`src/rtl/hamming_rx_deserializer_pkg.sv`:
```
// Shared Hamming(7,4) definitions: codeword geometry, bit positions and
// receive-deserializer FSM states.
package hamming_rx_deserializer_pkg;

    localparam int unsigned HAM_CW_W   = 7;
    localparam int unsigned HAM_DATA_W = 4;

    // Code position i+1 lives at h_word[i]: {D7,D6,D5,P4,D3,P2,P1}
    localparam int unsigned P1 = 0;
    localparam int unsigned P2 = 1;
    localparam int unsigned D3 = 2;
    localparam int unsigned P4 = 3;
    localparam int unsigned D5 = 4;
    localparam int unsigned D6 = 5;
    localparam int unsigned D7 = 6;

    typedef enum logic {
        ST_IDLE  = 1'b0,
        ST_SHIFT = 1'b1
    } rx_state_t;

endpackage

```
`src/rtl/hamming_rx_deserializer.sv`:
```
// Serial-to-parallel framer for Hamming(7,4) codewords with a one-entry
// valid/ready output register. Received bits pass through uncorrected.
module hamming_rx_deserializer
    import hamming_rx_deserializer_pkg::*;
#(
    parameter int unsigned CW_W      = HAM_CW_W,
    parameter bit          MSB_FIRST = 1'b1
) (
    input  logic            clk,
    input  logic            rst,
    input  logic            bit_in,
    input  logic            bit_valid,
    input  logic            sof,
    output logic [CW_W-1:0] h_word,
    output logic            h_valid,
    input  logic            h_ready,
    output logic            overrun,
    output logic            frame_err
);

    localparam int unsigned     CNT_W = $clog2(CW_W);
    localparam logic [CNT_W-1:0] LAST  = CNT_W'(CW_W - 1);

    rx_state_t         state;
    logic [CNT_W-1:0]  cnt;
    logic [CW_W-1:0]   shreg;
    logic [CW_W-1:0]   first_word;
    logic [CW_W-1:0]   next_shreg;
    logic              start;
    logic              shift;
    logic              out_free;

    // MSB-first shifts left so bit 0 ends up at the top; LSB-first shifts right.
    always_comb begin
        first_word = '0;
        next_shreg = '0;
        if (MSB_FIRST) begin
            first_word = {{(CW_W-1){1'b0}}, bit_in};
            next_shreg = {shreg[CW_W-2:0], bit_in};
        end else begin
            first_word = {bit_in, {(CW_W-1){1'b0}}};
            next_shreg = {bit_in, shreg[CW_W-1:1]};
        end
    end

    assign start    = bit_valid && sof;
    assign shift    = bit_valid && !sof;
    assign out_free = !h_valid || h_ready;

    always_ff @(posedge clk) begin
        if (rst) begin
            state     <= ST_IDLE;
            cnt       <= '0;
            shreg     <= '0;
            h_word    <= '0;
            h_valid   <= 1'b0;
            overrun   <= 1'b0;
            frame_err <= 1'b0;
        end else begin
            overrun   <= 1'b0;
            frame_err <= 1'b0;
            // A completion below overrides this drop when both occur together.
            if (h_valid && h_ready)
                h_valid <= 1'b0;

            case (state)
                ST_IDLE: begin
                    if (start) begin
                        shreg <= first_word;
                        cnt   <= CNT_W'(1);
                        state <= ST_SHIFT;
                    end
                end
                ST_SHIFT: begin
                    if (start) begin
                        frame_err <= 1'b1;
                        shreg     <= first_word;
                        cnt       <= CNT_W'(1);
                    end else if (shift) begin
                        shreg <= next_shreg;
                        if (cnt == LAST) begin
                            state <= ST_IDLE;
                            cnt   <= '0;
                            if (out_free) begin
                                h_word  <= next_shreg;
                                h_valid <= 1'b1;
                            end else begin
                                overrun <= 1'b1;
                            end
                        end else begin
                            cnt <= cnt + 1'b1;
                        end
                    end
                end
                default: state <= ST_IDLE;
            endcase
        end
    end

endmodule

```
`config.mk`:
```
export PLATFORM = sky130hd
export DESIGN_NAME = hamming_rx_deserializer
export DESIGN_NICKNAME = d
export VERILOG_FILES = /design/src/rtl/hamming_rx_deserializer_pkg.sv /design/src/rtl/hamming_rx_deserializer.sv
export SDC_FILE = /design/constraint.sdc
export NUM_CORES = 1
export LEC_CHECK = 0
export ABC_AREA = 0
export ABC_CLOCK_PERIOD_IN_PS = 1200
export CAP_MARGIN = 5
export CORE_MARGIN = 5
export CORE_UTILIZATION = 47
export CTS_BUF_LIST = sky130_fd_sc_hd__clkbuf_2
export DETAILED_ROUTE_END_ITERATION = 10
export PLACE_DENSITY = 0.73
export RECOVER_POWER = 25
export SYNTH_ARGS = -nofsm -noshare
export SYNTH_HDL_FRONTEND = slang
export SYNTH_SLANG_ARGS = --single-unit
```
`constraint.sdc`:
```
create_clock -name clk -period 1.2 [get_ports clk]
set_input_delay 0.18 -clock clk [delete_from_list [all_inputs] [get_ports clk]]
set_output_delay 0.18 -clock clk [all_outputs]
set_load 0.005 [all_outputs]
```
; ---- Word level (Yosys, flattened, before mapping)
; Cells that the tools add are included.
[totals]
register_bits = 20
in_bits = 6
output_inout_bits = 10
wordCells = 46
[op_classes]
add_sub_neg = 1
eq_ne = 3
muxes = 21
n_bitwise = 4
reduce_logical = 10
[op_table]
columns = op, count
row1 = $mux 6, 3
row2 = $mux 3, 4
row3 = $pmux 6 s2, 1
row4 = $mux 1, 11
row5 = $pmux 3 s2, 1
row6 = $reduce_and 5->1, 1
row7 = $reduce_or 5->1, 1
row8 = $not 1->1, 4
row9 = $add 3x1->3 const B, 1
row10 = $eq 3x3->1 const B, 1
row11 = $logic_and 1x1->1, 3
row12 = $ne 3x1->1 const B, 1
row13 = $logic_not 1->1, 2
row14 = $ne 2x2->1 const B, 1
row15 = $pmux 1 s2, 1
row16 = $reduce_and 2->1, 1
row17 = $reduce_or 2->1, 1
row18 = $logic_or 1x1->1, 1

; ---- Logic depth before layout (Yosys ltp)
; Gate-level depths: netlist (run 1).
[logic_depth]
word_depth = 7
depth_mapped = 6
depth_no_buf = 3

; ---- Worst setup path after synthesis (run 1)
; Ideal clock, no wire load.
[synth_timing]
path_kind = reg2reg
start = register state
end = register h_word[0]
path_buffers = 2
path_stages_with_launch = 6
t_required_ns = 1.128
slack_ns = 0.002
t_arrival_ns = 1.126
setup_ns = 0.072
period_less_slack_ns = 1.198
cell_sequence = dfxtp_1 and3b_1 buf_6 and3_4 buf_6 mux2i_1
[synth_via]
elab_chain_len = 1
[synth_rtl]
columns = element, line_no
row1 = "start, declared", hamming_rx_deserializer.sv:24  ; rx_state_t state;
row2 = "start signal, assigned", hamming_rx_deserializer.sv:52  ; state <= ST_IDLE;
row3 = "start signal, assigned", hamming_rx_deserializer.sv:71  ; state <= ST_SHIFT;
row4 = "start signal, assigned", hamming_rx_deserializer.sv:82  ; state <= ST_IDLE;
row5 = $reduce_and 5->1 (no line), -
row6 = "end signal, assigned", hamming_rx_deserializer.sv:85  ; h_word <= next_shreg;
row7 = "end, declared", hamming_rx_deserializer.sv:14  ; output logic [CW_W-1:0] h_word,
; Every way passes these cells.
; A chain may end at the register's enable or synchronous reset.

; ---- Worst setup path after layout (run 1)
[layout_timing]
start = register cnt[0]
end = register state
[layout_via]
elab_chain_len = 5
[layout_rtl]
columns = element, line_no
row1 = "start, declared", hamming_rx_deserializer.sv:25  ; logic [CNT_W-1:0] cnt;
row2 = "start signal, assigned", hamming_rx_deserializer.sv:91  ; cnt <= cnt + 1'b1;
row3 = $eq 3x3->1, hamming_rx_deserializer.sv:81  ; if (cnt == LAST) begin
row4 = $mux 1, hamming_rx_deserializer.sv:81
row5 = $mux 1, hamming_rx_deserializer.sv:79  ; end else if (shift) begin
row6 = $mux 1, hamming_rx_deserializer.sv:75  ; if (start) begin
row7 = $pmux 1 s2, hamming_rx_deserializer.sv:66  ; case (state)
row8 = "end signal, assigned", hamming_rx_deserializer.sv:71
row9 = "end signal, assigned", hamming_rx_deserializer.sv:82
row10 = "end signal, assigned", hamming_rx_deserializer.sv:95  ; default: state <= ST_IDLE;
; Every way passes these cells.

==> qor.yml, run 1 <==
status: "completed"
p_leak_nw: 0.4528
cp_num_buf_inv: 2
gp_congestion: 0.7121
die_y_um: 51.86
syn_inst: 84
path_cells: "and3b_1 > buf_4 > buf_4 > a311oi_1"
finalNetCount: 116
wl_per_cell_um: 12.13
pin_count: 16
synth_top_area_share_pct: 48.63
post-dp-hpwl_um: 1063
chipWidth_um: 51.86
path_common_cell: "buf_4"
synth_area_leaders: "dfxtp_1 49%, nand2b_1 11%, mux2i_1 8.5%"
hold_buffers: 0
fin_crit_sh_pct: 94.90
clk_pin_slew_ns: 0.20
p_int_mw: 1.010
ys_seq_area_share_pct: 48.63
p_total_mw: 1.267
power.switching_mw: 0.2570
fmax_mhz: 878.1
cts_tree: "done"
max_stage_delay_ns: 0.38
switching_share_pct: 20.27
initial_core_util_pct: 48.74
cts_num_sinks: 20
crit_path_max_fanout: 2
firstDrtPassIters: 6
cts.path.max_buffers: 2
yosys_warnings: 0
worst_path_max_delay_cell: "dfxtp_2"
yosys_most_used_dff: "dfxtp_1"
vdd_drop_max_mv: 1.164
netlist_area_sq_um: 823.3
antenna_found_initial: 0
required_ns: 1.43
p_clk_share_pct: 39.3
critPathArrivalTime_ns: 1.37
comb_power_share_pct: 7.1
cts_buffers: 3
synthArstFlopShare_pct: 0
finalCriticalPeriod_ns: 1.139
coreArea_sq_mm: 0.001689
power_density_mw_per_mm2: 1162
grt_max_degree: 28
max-cap-violations: 0
post_drt_via_cell_ratio: 5.349
clkLatencyLatePin_ns: 0.33
slew_violations: 0
dr.first_iter.drc_count: 8
route.detailed.drc: 0
synth_area_per_cell_sq_um: 9.801
hold_viol: 0
tightest_slew_ns: 0.4243
grt_util_all_layers_pct: 12.76
worstSetupStartpointType: "flip-flop"
port_buffers: 15
utilization_pct: 64.59
max_slew_margin_pct: 71.72
grt_pass1_vias: 562
hp-class: "in2reg"
cts_max_level: 1
row_count: 15
die_area_sq_mm: 0.002689
synth.lib_cells_used.distinct: 25
end_kind: "flip-flop"
root_buffer: "clkbuf_2"
grt-ovfl-total: 0
seq_power_share_pct: 53.6
critPathKind: "reg2reg"
syn_nets: 90
ys_seq_elements: 20
setup_viol: 0
diodes: 0
synth_top_cell_by_area: "dfxtp_1"
vias: 674
area_delta_synth_final_pct: 32.52
routed_wl_um: 1528
grt_pass1_wl_um: 2511
cp_top_family: "flip-flops"
ant_nets: 0
fin_skew_ns: 0.01729
drive_gt1_share_pct: 26.61
synth-edff-count: 0
final timing paths:
kind                  from   endpoint  slack [ns]  cells after the start
hold / removal      bit_in   shreg[0]        0.42                      3
setup / recovery    cnt[0]      state        0.06                      4
hold reg to reg   shreg[5]  h_word[6]        0.48                      2
setup reg to reg    cnt[0]      state        0.06                      4
synth_stat cells, types with 2 or more instances:
library cell and instances:
dfxtp_1 20, nand2_1 6, buf_6 2, nand2b_1 15
a22oi_1 5, and3b_1 2, a21oi_1 4, buf_2 2
mux2i_1 7, nor2_1 5, clkbuf_1 2
area by class of cell:
class                   count  area [sq um]
repair buffers             27         225.2
clock inverters             1         30.03
flip-flops and latches     20         416.7
well taps                  17         21.27
clock buffers               3         15.01
multi-input cells          57         379.1
inverters                   1         3.754
fillers                   158         598.1
power by group through the flow:
stage	registers, mW	logic, mW	clock network [mW]
floorplan	0.693	0.0470	0
global placement	0.693	0.0946	0
detailed placement	0.693	0.0963	0
CTS	0.680	0.0968	0.511
global route	0.682	0.0983	0.547
finish	0.680	0.0901	0.497
registers in the layout, indices dropped and copies added (netlist names):
register / count
h_word: 7
shreg: 6
cnt: 3
frame_err: 1
h_valid: 1
overrun: 1
state: 1
layer usage:
metal	vias up	track usage, %	wire (um)
met4	0	5.240	17
li1	344	-	-
met5	-	0	0
met2	16	20.71	733
met1	312	14.72	679
met3	2	5.158	98
worst min-delay path, cell delays in order:
cell and delay [ns]:
clkdlybuf4s50_1 0.43, nand2_1 0.07, a21oi_1 0.05
through the flow:
stage | setup TNS, ns | setup WS (ns) | hold slack (ns) | cells | instance area, sq um
after floorplan | 0 | 0.002069 | 0.3160 | 84 | 823.3
after global placement | -3.124 | -0.2052 | 0.4565 | 120 | 1042
after detailed placement | -3.547 | -0.2457 | 0.4612 | 120 | 1042
after CTS | 0 | 0.02849 | 0.4108 | 125 | 1094
after global routing | -0.03113 | -0.01228 | 0.4076 | 126 | 1091
final | 0 | 0.06122 | 0.4211 | 126 | 1091
placed cells by master, fill, tap and decap left out, types with 2 or more instances in the layout:
cell and count:
nand2_1 6, a21oi_1 4, nor2_1 5, nand2b_1 15
dfxtp_1 9, a22oi_1 5, mux2i_1 7, buf_4 11
clkdlybuf4s50_1 5, and3b_1 2, dlygate4sd2_1 10, clkbuf_2 4
dfxtp_2 10
logic make-up after synthesis:
group           share of synthesized area [%]
compound gates                          14.29
mux                                     8.511
buf+inv                                 5.319
flops                                   48.63
simple gates                            23.25
what timing repair did:
| item | CTS | global route |
|---|---|---|
| resized for setup | 19 | 3 |
| setup endpoints to repair | 13 | 4 |
| gates cloned | 0 | 0 |
| pin swaps | 0 | 1 |
| buffers inserted | 1 | 1 |
(Power assumes the default switching activity.)
==> inputs of run 2 (changes only) <==
GPL_ROUTABILITY_DRIVEN = 0   (was not set)
==> results of run 2 <==
No change in the layout: final DEF, timing and power equal those of run 1.
==> inputs of run 3 (changes only) <==
CAP_MARGIN = 20   (was 5)
SKIP_LAST_GASP = 1   (was not set)
==> results of run 3 <==
No change in the layout: final DEF, timing and power equal those of run 1.
